### config.mk
export PLATFORM = sky130hd
export DESIGN_NAME = mvm_stream_driver
export DESIGN_NICKNAME = d
export VERILOG_FILES = /design/src/rtl/defines_pkg.sv /design/src/rtl/memory.sv /design/src/rtl/mvm_skid2.sv /design/src/rtl/mvm_stream_driver.sv
export SDC_FILE = /design/constraint.sdc
export NUM_CORES = 1
export LEC_CHECK = 0
export BUFFER_PORTS_ARGS = -buffer_cell sky130_fd_sc_hd__buf_2
export CAP_MARGIN = 20
export CORE_ASPECT_RATIO = 1.25
export CORE_MARGIN = 2
export CORE_UTILIZATION = 30
export DETAILED_ROUTE_END_ITERATION = 12
export GPL_TIMING_DRIVEN = 0
export PLACE_DENSITY = 0.44
export SETUP_SLACK_MARGIN = 0.05
export SLEW_MARGIN = 15
export SYNTH_ARGS = -nofsm -noshare
export SYNTH_HDL_FRONTEND = slang
export SYNTH_HIERARCHICAL = 1
export SYNTH_SLANG_ARGS = --single-unit
### constraint.sdc
create_clock -name clk -period 4.7 [get_ports clk]
set_input_delay 0.47 -clock clk [delete_from_list [all_inputs] [get_ports clk]]
set_output_delay 0.47 -clock clk [all_outputs]
set_load 0.02 [all_outputs]
### src/rtl/defines_pkg.sv
// Shared MVM sizing defaults, driver state encoding and a sizing helper.
package defines_pkg;

    localparam int MVM_NROWS_A = 3;
    localparam int MVM_NCOLS_A = 3;
    localparam int MVM_NROWS_B = 3;
    localparam int MVM_NCOLS_B = 1;

    typedef enum logic [1:0] {DRV_IDLE, DRV_RUN, DRV_DONE} drv_state_t;

    function automatic int clog2_min1(input int n);
        return (n > 1) ? $clog2(n) : 1;
    endfunction

endpackage

### src/rtl/memory.sv
// Simple dual-port RAM: synchronous write, synchronous read (one-cycle latency).
// A same-address read during a write returns the newly written word.
module memory #(
    parameter int WIDTH = 8,
    parameter int SIZE  = 16,
    localparam int AW   = (SIZE > 1) ? $clog2(SIZE) : 1
) (
    input  logic             clk,
    input  logic             wr_en,
    input  logic [AW-1:0]    wr_addr,
    input  logic [WIDTH-1:0] wr_data,
    input  logic [AW-1:0]    rd_addr,
    output logic [WIDTH-1:0] rd_data
);

    logic [WIDTH-1:0] mem_q [SIZE];
    logic [WIDTH-1:0] rd_data_q;
    logic [WIDTH-1:0] rd_data_d;

    always_comb begin
        rd_data_d = mem_q[rd_addr];
        if (wr_en && (wr_addr == rd_addr)) begin
            rd_data_d = wr_data;
        end
    end

    always_ff @(posedge clk) begin
        if (wr_en) begin
            mem_q[wr_addr] <= wr_data;
        end
        rd_data_q <= rd_data_d;
    end

    assign rd_data = rd_data_q;

endmodule

### src/rtl/mvm_skid2.sv
// Two-entry valid/ready skid buffer with registered outputs; exposes its fill level
// so the producer can issue reads ahead of a one-cycle memory latency.
module mvm_skid2 #(
    parameter int WIDTH = 8
) (
    input  logic             clk,
    input  logic             reset,
    input  logic             in_valid,
    output logic             in_ready,
    input  logic [WIDTH-1:0] in_data,
    output logic             out_valid,
    input  logic             out_ready,
    output logic [WIDTH-1:0] out_data,
    output logic [1:0]       level
);

    logic [WIDTH-1:0] head_q, head_d;
    logic [WIDTH-1:0] tail_q, tail_d;
    logic [1:0]       count_q, count_d;
    logic             push;
    logic             pop;

    assign in_ready  = (count_q != 2'd2);
    assign out_valid = (count_q != 2'd0);
    assign out_data  = head_q;
    assign level     = count_q;

    always_comb begin
        push    = in_valid && in_ready;
        pop     = out_valid && out_ready;
        head_d  = head_q;
        tail_d  = tail_q;
        count_d = count_q;
        case ({push, pop})
            2'b10: begin
                if (count_q == 2'd0) head_d = in_data;
                else                 tail_d = in_data;
                count_d = count_q + 2'd1;
            end
            2'b01: begin
                head_d  = tail_q;
                count_d = count_q - 2'd1;
            end
            2'b11: begin
                // Simultaneous push/pop keeps the level; the new word lands behind any survivor.
                if (count_q == 2'd1) begin
                    head_d = in_data;
                end else begin
                    head_d = tail_q;
                    tail_d = in_data;
                end
            end
            default: ;
        endcase
    end

    always_ff @(posedge clk) begin
        if (reset) begin
            head_q  <= '0;
            tail_q  <= '0;
            count_q <= '0;
        end else begin
            head_q  <= head_d;
            tail_q  <= tail_d;
            count_q <= count_d;
        end
    end

endmodule

### src/rtl/mvm_stream_driver.sv
// Host-side MVM stream driver: streams A then B from operand memory, captures results.
// Optional overflow counter enabled by defining MVM_DRV_OVF_CNT_EN.
module mvm_stream_driver
    import defines_pkg::*;
#(
    parameter int NROWS_A = MVM_NROWS_A,
    parameter int NCOLS_A = MVM_NCOLS_A,
    parameter int NROWS_B = MVM_NROWS_B,
    parameter int NCOLS_B = MVM_NCOLS_B,
    localparam int SA     = NROWS_A * NCOLS_A,
    localparam int SB     = NROWS_B * NCOLS_B,
    localparam int OPW    = $clog2(SA + SB),
    localparam int RW     = clog2_min1(NROWS_A)
) (
    input  logic           clk,
    input  logic           reset,
    input  logic           start,
    input  logic           ld_wr_en,
    input  logic [OPW-1:0] ld_addr,
    input  logic [7:0]     ld_data,
    output logic [7:0]     tx_data,
    output logic           tx_valid,
    input  logic           tx_ready,
    input  logic [15:0]    rx_data,
    input  logic           rx_overflow,
    input  logic           rx_valid,
    output logic           rx_ready,
    input  logic [RW-1:0]  res_addr,
    output logic [15:0]    res_data,
    output logic           res_overflow,
    output logic           busy,
    output logic           done,
    output logic [RW:0]    ovf_count
);

    localparam int TOTAL = SA + SB;
    localparam int CW    = $clog2(TOTAL + 1);
    localparam logic [CW-1:0] TOTAL_C = CW'(TOTAL);
    localparam logic [RW:0]   NRES_C  = (RW + 1)'(NROWS_A);

    drv_state_t state_q, state_d;

    logic [CW-1:0]  issued_q, issued_d;
    logic [CW-1:0]  sent_q, sent_d;
    logic [RW:0]    recv_q, recv_d;
    logic           inflight_q, inflight_d;

    logic           entering;
    logic           issue_run;
    logic           tx_hs;
    logic           rx_hs;
    logic [2:0]     occ;
    logic [1:0]     skid_level;
    logic           skid_in_ready;
    logic [7:0]     op_rd_data;
    logic [OPW-1:0] op_rd_addr;
    logic [16:0]    res_rd_data;

    // State register
    always_ff @(posedge clk) begin
        if (reset) state_q <= DRV_IDLE;
        else       state_q <= state_d;
    end

    // Next-state logic
    always_comb begin
        state_d = state_q;
        case (state_q)
            DRV_IDLE, DRV_DONE: if (start) state_d = DRV_RUN;
            DRV_RUN:            if ((sent_d == TOTAL_C) && (recv_d == NRES_C)) state_d = DRV_DONE;
            default:            state_d = DRV_IDLE;
        endcase
    end

    // Output logic
    always_comb begin
        busy     = (state_q == DRV_RUN);
        done     = (state_q == DRV_DONE);
        rx_ready = (state_q == DRV_RUN) && (recv_q < NRES_C);
    end

    // Reads are issued only when the word can still fit in the skid buffer once it
    // returns a cycle later; the start cycle itself issues address 0.
    always_comb begin
        entering   = (state_q != DRV_RUN) && start;
        tx_hs      = tx_valid && tx_ready;
        rx_hs      = rx_valid && rx_ready;
        occ        = {1'b0, skid_level} + {2'b00, inflight_q} - {2'b00, tx_hs};
        issue_run  = (state_q == DRV_RUN) && (issued_q < TOTAL_C) && (occ <= 3'd1);
        op_rd_addr = entering ? '0 : issued_q[OPW-1:0];
        inflight_d = entering || issue_run;
        if (entering) begin
            issued_d = CW'(1);
            sent_d   = '0;
            recv_d   = '0;
        end else begin
            issued_d = issued_q + CW'(issue_run);
            sent_d   = sent_q + CW'(tx_hs);
            recv_d   = recv_q + (RW + 1)'(rx_hs);
        end
    end

    always_ff @(posedge clk) begin
        if (reset) begin
            issued_q   <= '0;
            sent_q     <= '0;
            recv_q     <= '0;
            inflight_q <= 1'b0;
        end else begin
            issued_q   <= issued_d;
            sent_q     <= sent_d;
            recv_q     <= recv_d;
            inflight_q <= inflight_d;
        end
    end

`ifdef MVM_DRV_OVF_CNT_EN
    logic [RW:0] ovf_q, ovf_d;

    always_comb begin
        if (entering) ovf_d = '0;
        else          ovf_d = ovf_q + (RW + 1)'(rx_hs && rx_overflow);
    end

    always_ff @(posedge clk) begin
        if (reset) ovf_q <= '0;
        else       ovf_q <= ovf_d;
    end

    assign ovf_count = ovf_q;
`else
    assign ovf_count = '0;
`endif

    memory #(
        .WIDTH (8),
        .SIZE  (SA + SB)
    ) u_op_mem (
        .clk     (clk),
        .wr_en   (ld_wr_en && (state_q != DRV_RUN)),
        .wr_addr (ld_addr),
        .wr_data (ld_data),
        .rd_addr (op_rd_addr),
        .rd_data (op_rd_data)
    );

    mvm_skid2 #(
        .WIDTH (8)
    ) u_skid (
        .clk       (clk),
        .reset     (reset),
        .in_valid  (inflight_q),
        .in_ready  (skid_in_ready),
        .in_data   (op_rd_data),
        .out_valid (tx_valid),
        .out_ready (tx_ready),
        .out_data  (tx_data),
        .level     (skid_level)
    );

    memory #(
        .WIDTH (17),
        .SIZE  (NROWS_A)
    ) u_res_mem (
        .clk     (clk),
        .wr_en   (rx_hs),
        .wr_addr (recv_q[RW-1:0]),
        .wr_data ({rx_overflow, rx_data}),
        .rd_addr (res_addr),
        .rd_data (res_rd_data)
    );

    assign res_data     = res_rd_data[15:0];
    assign res_overflow = res_rd_data[16];

    // Credit accounting guarantees the skid never sees a push while full.
    logic unused_ok;
    assign unused_ok = skid_in_ready;

endmodule
Word level (Yosys, flattened, before mapping):

Memories as Yosys holds them, arrays and structs flattened. A register that Yosys moved wholly into a read port is not among the register bits.
Index checks and enable logic that the tools add are counted.

* bits in registers: 32
* RAM bits: 147
* bits of input ports: 37
* output and inout bits: 32
* word-level logic and storage cells: 75
* memories: 2

Memory list
* u_op_mem.mem_q: depth 12, bits a word 8, rd ports 1, clocked after Yosys merged registers in 1, write ports 1, RTL line memory.sv:16 `logic [WIDTH-1:0] mem_q [SIZE];`
* u_res_mem.mem_q: depth 3, bits a word 17, rd ports 1, clocked after Yosys merged registers in 1, write ports 1, RTL line memory.sv:16

* add/subtract/negate cells: 7
* $lt $le $gt $ge: 3
* eq/ne operators: 15
* multiplexer cells: 18
* reduce and logical (&&, ||, !) cells: 21

Operator list (count)
* $mux 8: 4
* $pmux 8 s3: 1
* $pmux 8 s2: 1
* $logic_and 1x1->1: 9
* $add 4x1->4: 2
* $mux 4: 2
* $ne 2x2->1 const B: 4
* $pmux 2 s2: 2
* $eq 2x1->1 const B: 3
* $eq 2x2->1 const B: 3
* $ne 2x1->1 const B: 3
* $reduce_bool 2->1: 3
* $mux 1: 5
* $eq 4x4->1 const B: 1
* $logic_not 2->1: 2
* $lt 4x4->1 const B: 1
* $mux 2: 2
* $reduce_and 2->1: 2
* $reduce_or 2->1: 2
* $add 2x1->3: 1
* $add 3x1->3: 1
* $eq 3x2->1 const B: 1
* $le 3x1->1 const B: 1
* $lt 3x2->1 const B: 1
* 7 further kinds: 7

Longest topological paths before layout:

Gate-level depths: netlist (run 1).

* depth after elaboration: 9
* mapped depth: 14
* depth with buffers taken out: 14

Modules after synthesis:

Netlist (run 1), hierarchy kept.

By module, submodules not included
* memory (u_op_mem): times used 1, cells an instance 178, area an instance 3793.6 um^2, sequential area each 2962.8 um^2
* memory (u_res_mem): times used 1, cells an instance 112, area an instance 1965.6 um^2, sequential area each 1571.5 um^2
* mvm_skid2: times used 1, cells an instance 115, area an instance 1072.3 um^2, sequential area each 360.3 um^2
* mvm_stream_driver: times used 1, cells an instance 80, area an instance 743.2 um^2, sequential area each 280.3 um^2

Least setup slack after synthesis (run 1):

No wires, ideal clock.

* path type: reg2reg
* from: reg state_q[1]
* to: mem u_res_mem.mem_q[0][0], enable pin
* setup time: 0.416 ns
* arrival time: 2.509 ns
* data required time: 4.284 ns
* setup slack: 1.775 ns
* cell stages (with the launch flop): 6
* buffers on the path: 1
* clock period less this slack: 2.925 ns
* cells stage by stage: dfxtp_1 -> nand2b_1 -> buf_6 -> a211oi_2 -> and2_1 -> nor3b_1

* longest elaborated chain between the ends: 5

RTL lines
* from (decl): RTL line mvm_stream_driver.sv:41 `drv_state_t state_q, state_d;`
* from (signal assigned): RTL line mvm_stream_driver.sv:62 `else state_q <= state_d;`
* $eq 2x1->1: RTL line mvm_stream_driver.sv:79 `rx_ready = (state_q == DRV_RUN) && (recv_q < NRES_C);`
* $logic_and 1x1->1: RTL line mvm_stream_driver.sv:79
* named net rx_ready: RTL line mvm_stream_driver.sv:27 `output logic rx_ready,`
* $logic_and 1x1->1: RTL line mvm_stream_driver.sv:87 `rx_hs = rx_valid && rx_ready;`
* named net rx_hs: RTL line mvm_stream_driver.sv:51 `logic rx_hs;`
* $mux 1: RTL line memory.sv:28 `if (wr_en) begin`
* $mux 1 (not written as such): RTL line memory.sv:29 `mem_q[wr_addr] <= wr_data;`
* to (decl): RTL line memory.sv:16

The timed path passes the listed nets, and every way through them passes these cells.

Final worst setup path (run 1):

* from: reg u_skid.count_q[0] (netlist: u_skid/level[0])
* to: reg issued_q[2]

* longest elaborated chain between the ends: 6
* elaborated cells on any way between the ends: 7
* those cells by class: add/sub: 3; order compare: 1; reduce/logical: 3

RTL lines
* from (decl): RTL line mvm_skid2.sv:19 `logic [1:0] count_q, count_d;`
* from (signal assigned): RTL line mvm_skid2.sv:65 `count_q <= count_d;`
* parallel branches: the longest is 2 deep, another holds $add 2x1->3
* $sub 3x1->3 *: RTL line mvm_stream_driver.sv:88 `occ = {1'b0, skid_level} + {2'b00, inflight_q} - {2'b00, tx_hs};`
* $le 3x1->1 *: RTL line mvm_stream_driver.sv:89 `issue_run = (state_q == DRV_RUN) && (issued_q < TOTAL_C) && (occ <= 3'd1);`
* $logic_and 1x1->1 *: RTL line mvm_stream_driver.sv:89
* $add 4x1->4 *: RTL line mvm_stream_driver.sv:97 `issued_d = issued_q + CW'(issue_run);`
* to (signal assigned): RTL line mvm_stream_driver.sv:110 `issued_q <= issued_d;`
* to (decl): RTL line mvm_stream_driver.sv:43 `logic [CW-1:0] issued_q, issued_d;`

Every way passes the cells marked *.
A chain may end at the register's enable or synchronous reset.

==> results.cfg, run 1 <==
[setup_path]
critPathArrivalTime_ps = 3270
worstSetupPathType = reg -> reg
slowest_stage = dfxtp_1
slowest_delay_ps = 470
crit_required_ps = 5010
cp-end-kind = register
crit_path_cell_trace = inv_1, ha_1, inv_1, nand2_1, xnor2_1, ha_1, inv_1, fa_1, xnor2_1, and3_1, ha_1, ha_1, xnor2_1, nor2_1
critPathBufInv = 3
start_kind = register
crit_path_max_fanout = 7
critPathTopFamily = adder cells
crit_top_cell = ha_1

[pwr]
pwr-share-clk = 0.350
p_switching_mw = 1.15
p_per_area_nw_per_um2 = 454
pwr-share-comb = 0.183
p_leak_nw = 3.16
p_int_mw = 2.92
pwr-share-seq = 0.467
switching_share = 0.282
ir_drop_v = 0.000268

[clock_tree]
insertion_delay_ps = 430
cts_buffer_depth = 2
cts_resized = 0
hold_buffers = 0
h-tree-depth = 4
post_cts_buffers = 0
cts_root_buf = clkbuf_16
tritoncts = done
clk_pin_slew_worst_paths_ps = 70
cts_num_sinks = 185
cts_buffers = 17

[grt]
grt_usage = 0.118
antenna_found_initial = 0
grt_pass1_vias = 4310
grt_pass1_wl_um = 23800
grt_max_degree = 20
gr-total-overflow = 0

[routing]
drc = 0
via_per_inst = 4.57
wl_per_cell_um = 16.3
drt_iter0_drc = 171
wl_um = 15000
dr_total_vias = 4208
firstDrtPassIters = 4
ant_nets = 0

[cells_and_area]
fin_nets = 624
drive_gt1_frac = 0.268
area_delta_synth_final_pct = 18.4
ff_latch_area_um2 = 5170
layout_common_cells = edfxtp_1 (147), buf_2 (71), dfxtp_1 (38)
final_cell_area_um2 = 8960
mostFrequentLayoutCell = edfxtp_1
n_antenna_cell = 0
multi_input_area_um2 = 2180
fillCellCount = 2451

[sta]
fmax_mhz = 339
tightest_slew_ps = 904
skew_ps = 9.02
tns_ps = 0
final-setup-viol-count = 0
period_share = 0.628
rsz0062_at_grt = false
timing.slew.headroom = 0.395
finalCriticalPeriod_ps = 2950
finalHoldViolations = 0
slew_violations = 0

[placed_design]
place.gp.congestion = 0.761
dp_hpwl_um = 11000
io_buffers = 65
placed_area_um2 = 8360

[die]
die_h_um = 182
initial_core_util = 0.302
fp.dieArea_um2 = 26500
die_w_um = 146
ioPinCount = 69
core_um2 = 25000
num_rows = 65

[run]
drv_cap = 0

[logic_synthesis]
syn_inst = 484
avgSynthCellArea_um2 = 15.6
synth.cell_area_um2 = 7570
yosys_warnings = 6

[worst_hold_path]
hold_path.class = in -> reg

[run_status]
status = complete, no violations
registers in the layout, indices dropped and copies added (netlist names), named ones only:
| name | cells |
|---|---|
| state_q | 2 |
| sent_q | 4 |
| u_op_mem/mem_q | 96 |
| u_skid/tail_q | 8 |
| u_skid/level | 2 |
| recv_q | 3 |
| u_res_mem/mem_q | 51 |
| issued_q | 4 |
| u_skid/out_data | 8 |
| inflight_q | 1 |
layout make-up:
type                       instances  share of cell area
buffer                            24              0.0233
clock buffer                      17              0.0475
clock inverter                    15              0.0197
inverter                           8             0.00363
multi-input combinational        269               0.243
sequential                       185               0.577
tap                              335              0.0468
timing repair buffer              67              0.0384
worst register-to-register path: stages, from the launching register on:
cell and delay, ps:
dfxtp_1 470, inv_1 100, ha_1 280, inv_1 190, nand2_1 150, xnor2_1 160
ha_1 160, inv_1 50, fa_1 370, xnor2_1 130, and3_1 200, ha_1 210
ha_1 190, xnor2_1 130, nor2_1 60
power groups by stage:
stage / clock network [mW] / logic [mW] / registers (mW)
2_1_floorplan: 0 / 0.504 / 1.97
6_report: 1.43 / 0.743 / 1.90
3_5_place_dp: 0 / 0.755 / 1.94
4_1_cts: 1.48 / 0.757 / 1.90
5_1_grt: 1.54 / 0.822 / 1.91
3_3_place_gp: 0 / 0.743 / 1.94
worst paths after layout:
| kind | endpoint | cells past startpoint | startpoint | slack (ps) |
|---|---|---|---|---|
| worst max-delay path | issued_q[2]$_SDFF_PP0_ | 14 | u_skid/level[0]$_SDFFE_PP0P_ | 1750 |
| worst min-delay path | register | 1 | res_addr[0] | 140 |
| worst max register to register | issued_q[2]$_SDFF_PP0_ | 14 | u_skid/level[0]$_SDFFE_PP0P_ | 1750 |
| worst min register to register | u_skid/tail_q[2]$_SDFFE_PP0P_ | 2 | u_skid/tail_q[2]$_SDFFE_PP0P_ | 490 |
stage by stage:
step / power [mW] / instances / worst slack, ps / utilization / hold slack, ps
after floorplan: 2.47 / 486 / 1780 / - / 437
after global placement: 2.68 / 886 / 995 / 0.332 / 470
after detailed placement: 2.69 / 888 / 1740 / 0.334 / 460
after CTS: 4.13 / 920 / 1700 / 0.358 / 107
after global routing: 4.27 / 920 / 1410 / 0.358 / 110
final: 4.07 / 920 / 1750 / 0.358 / 139
routing by layer:
metal  GRT usage  up-vias  share of wire
met2       0.211       86           0.53
met4      0.0408        0          0.014
met3      0.0286       14          0.035
met1       0.139     2079           0.43
li1            -     2029              -
met5           0        -              0
(Power assumes the default switching activity.)
==> run 2, diff against run 1 <==
--- a/config.mk
+++ b/config.mk
@@ -5,6 +5,7 @@
 export SDC_FILE = /design/constraint.sdc
 export NUM_CORES = 1
 export LEC_CHECK = 0
+export ABC_AREA = 1
 export BUFFER_PORTS_ARGS = -buffer_cell sky130_fd_sc_hd__buf_2
 export CAP_MARGIN = 20
 export CORE_ASPECT_RATIO = 1.25
==> constraint.sdc (replaced) <==
create_clock -name clk -period 2.8 [get_ports clk]
set_input_delay 0.28 -clock clk [delete_from_list [all_inputs] [get_ports clk]]
set_output_delay 0.28 -clock clk [all_outputs]
set_load 0.02 [all_outputs]
==> run 2 against run 1 <==
Compared with the run above:
- clock-buffer cell count unchanged
- via count grew 31%
- final cell count increased by 43%
- setup slack got worse by 1500 ps
==> results.cfg, run 2 <==
[logic_synthesis]
yosys_warnings = 6
syn_inst = 861
synth.distinct_cells = 34
synth.cell_area_um2 = 8280
synth_top_area_cell = edfxtp_1
async_flop_share = 0
synth_edf_count = 147
synth-main-ff-cell = edfxtp_1
synth_common_cells = nand2_1 (246), inv_1 (152), edfxtp_1 (147)
seq_area_frac_synth = 0.625
yosysMostFrequentCell = nand2_1
synthTopCellsByArea = edfxtp_1 (53%), nand2_1 (11%), dfxtp_1 (9.2%)
synth.top_cell.area_share = 0.533
yosys_register_bits = 185
avgSynthCellArea_um2 = 9.61

[cells_and_area]
drive_gt1_frac = 0.163
top_register = u_op_mem/mem_q
area_delta_synth_final_pct = 18.2
fin_nets = 1007
largest_register_ffs = 96
post-route-util = 0.357
largestRegisters = u_op_mem/mem_q x96, u_res_mem/mem_q x51
layoutNonFillerInstCount = 1318
layout_common_cells = nand2_1 (245), inv_1 (152), edfxtp_1 (147)
n_antenna_cell = 0
mostFrequentLayoutCell = nand2_1

[clock_tree]
cts_root_buf = clkbuf_16
clk_pin_slew_worst_paths_ps = 80
insertion_delay_ps = 430
h-tree-depth = 4
cts_buffer_depth = 2
cts_num_sinks = 185
cts_buffers = 17
tritoncts = done

[die]
fp.dieArea_um2 = 28900
ioPinCount = 69
core_um2 = 27400
num_rows = 68
die_h_um = 190
initial_core_util = 0.302
die_w_um = 153

[pwr]
switching_share = 0.316
p_int_mw = 4.91
pwr-share-clk = 0.332
pwr-share-comb = 0.225
p_leak_nw = 4.36
pwr-share-seq = 0.443
p_per_area_nw_per_um2 = 734
p_switching_mw = 2.27
ir_drop_v = 0.000430

[grt]
grt_usage = 0.134
grt_pass1_vias = 5347
gr-total-overflow = 0
antenna_found_initial = 0
grt_max_degree = 21
grt_pass1_wl_um = 29700

[sta]
finalWorstSetupSlack_ps = 291
fmax_mhz = 399
tightest_slew_ps = 1010
finalHoldViolations = 0
timing.slew.headroom = 0.324
period_share = 0.896
finalCriticalPeriod_ps = 2510
skew_ps = 13.1
slew_violations = 0
final-setup-viol-count = 0
rsz0062_at_grt = false

[setup_path]
critPathArrivalTime_ps = 2840
crit_required_ps = 3130
worstSetupPathType = reg -> reg
cp-end-kind = register
crit_path_max_fanout = 4
start_kind = register

[routing]
via_per_inst = 4.20
wl_per_cell_um = 14.3
wl_um = 18800
dr_total_vias = 5533
firstDrtPassIters = 4
ant_nets = 0
drc = 0
drt_iter0_drc = 274

[worst_hold_path]
hold_path.class = in -> reg

[placed_design]
place.gp.congestion = 0.784
post-place-ws_ps = -25.0
dp_hpwl_um = 13200
placed_cells = 1281
io_buffers = 65

[run_status]
status = complete, no violations

[run]
drv_cap = 0
[run 2: layout make-up]
| type | instances | area (um^2) |
|---|---|---|
| Sequential cell | 185 | 5180 |
| Tap cell | 350 | 438 |
| Timing Repair Buffer | 73 | 413 |
| Inverter | 158 | 606 |
| Multi-Input combinational cell | 490 | 2280 |
| Fill cell | 2786 | 17600 |
| Clock inverter | 15 | 171 |
| Clock buffer | 17 | 425 |
| Buffer | 30 | 264 |
[run 2: final timing paths]
path | cells past startpoint | startpoint | slack (ps) | endpoint
min reg2reg | 2 | issued_q[0]$_SDFF_PP0_ | 440 | register
max | 17 | u_skid/level[1]$_SDFFE_PP0P_ | 290 | issued_q[2]$_SDFF_PP0_
max reg2reg | 17 | u_skid/level[1]$_SDFFE_PP0P_ | 290 | issued_q[2]$_SDFF_PP0_
min | 2 | reset | 50 | u_skid/level[0]$_SDFFE_PP0P_
[run 2: cell families after synthesis]
group,synth area share
xor gates and xnor gates,0.00423
AOI/OAI and AO/OA,0.0259
other,0.000453
buffers and inverters,0.105
DFF,0.625
and+or+nand+nor,0.216
adders and majority gates,0.0236
[run 2: stage by stage]
stage	instance area (um^2)	TNS (ps)	hold WS (ps)	power, mW
after global placement	9060	-25.5	389	4.80
after global routing	9780	0	37.9	7.59
final	9780	0	52.6	7.18
after detailed placement	9120	-49.4	387	4.81
after floorplan	8290	0	308	4.34
after CTS	9740	0	33.5	7.24
[run 2: critical path, cell delays in order (launching register included)]
cell,delay (ps)
dfxtp_4,360
inv_1,110
ha_2,230
inv_2,60
nand2_2,110
xnor2_2,120
ha_1,160
inv_1,50
fa_2,330
nand2_1,70
nand2_1,40
nor2_1,80
nand3_1,100
inv_1,80
ha_2,180
ha_1,160
xnor2_1,120
nor2_1,60
[run 2: power by group through the flow]
stage | clock network (mW) | logic, mW | registers [mW]
2_1_floorplan | 0 | 1.04 | 3.30
3_3_place_gp | 0 | 1.56 | 3.24
3_5_place_dp | 0 | 1.56 | 3.24
4_1_cts | 2.46 | 1.59 | 3.18
5_1_grt | 2.56 | 1.83 | 3.20
6_report | 2.38 | 1.62 | 3.18
[run 2: layer usage]
layer | up-vias | share of wire | global-route usage
li1 | 2899 | - | -
met1 | 2511 | 0.44 | 0.157
met2 | 105 | 0.51 | 0.246
met3 | 18 | 0.031 | 0.0223
met4 | 0 | 0.019 | 0.0506
met5 | - | 0 | 0
[run 2: what timing repair did]
action / in CTS / in global routing
setup buffers: 1 / 2
setup endpoints to repair: 3 / 4
resized for setup: 2 / 7
pin swaps: 0 / 2
endpoints found under the hold margin: 2 / 0
hold buffers: 2 / 0
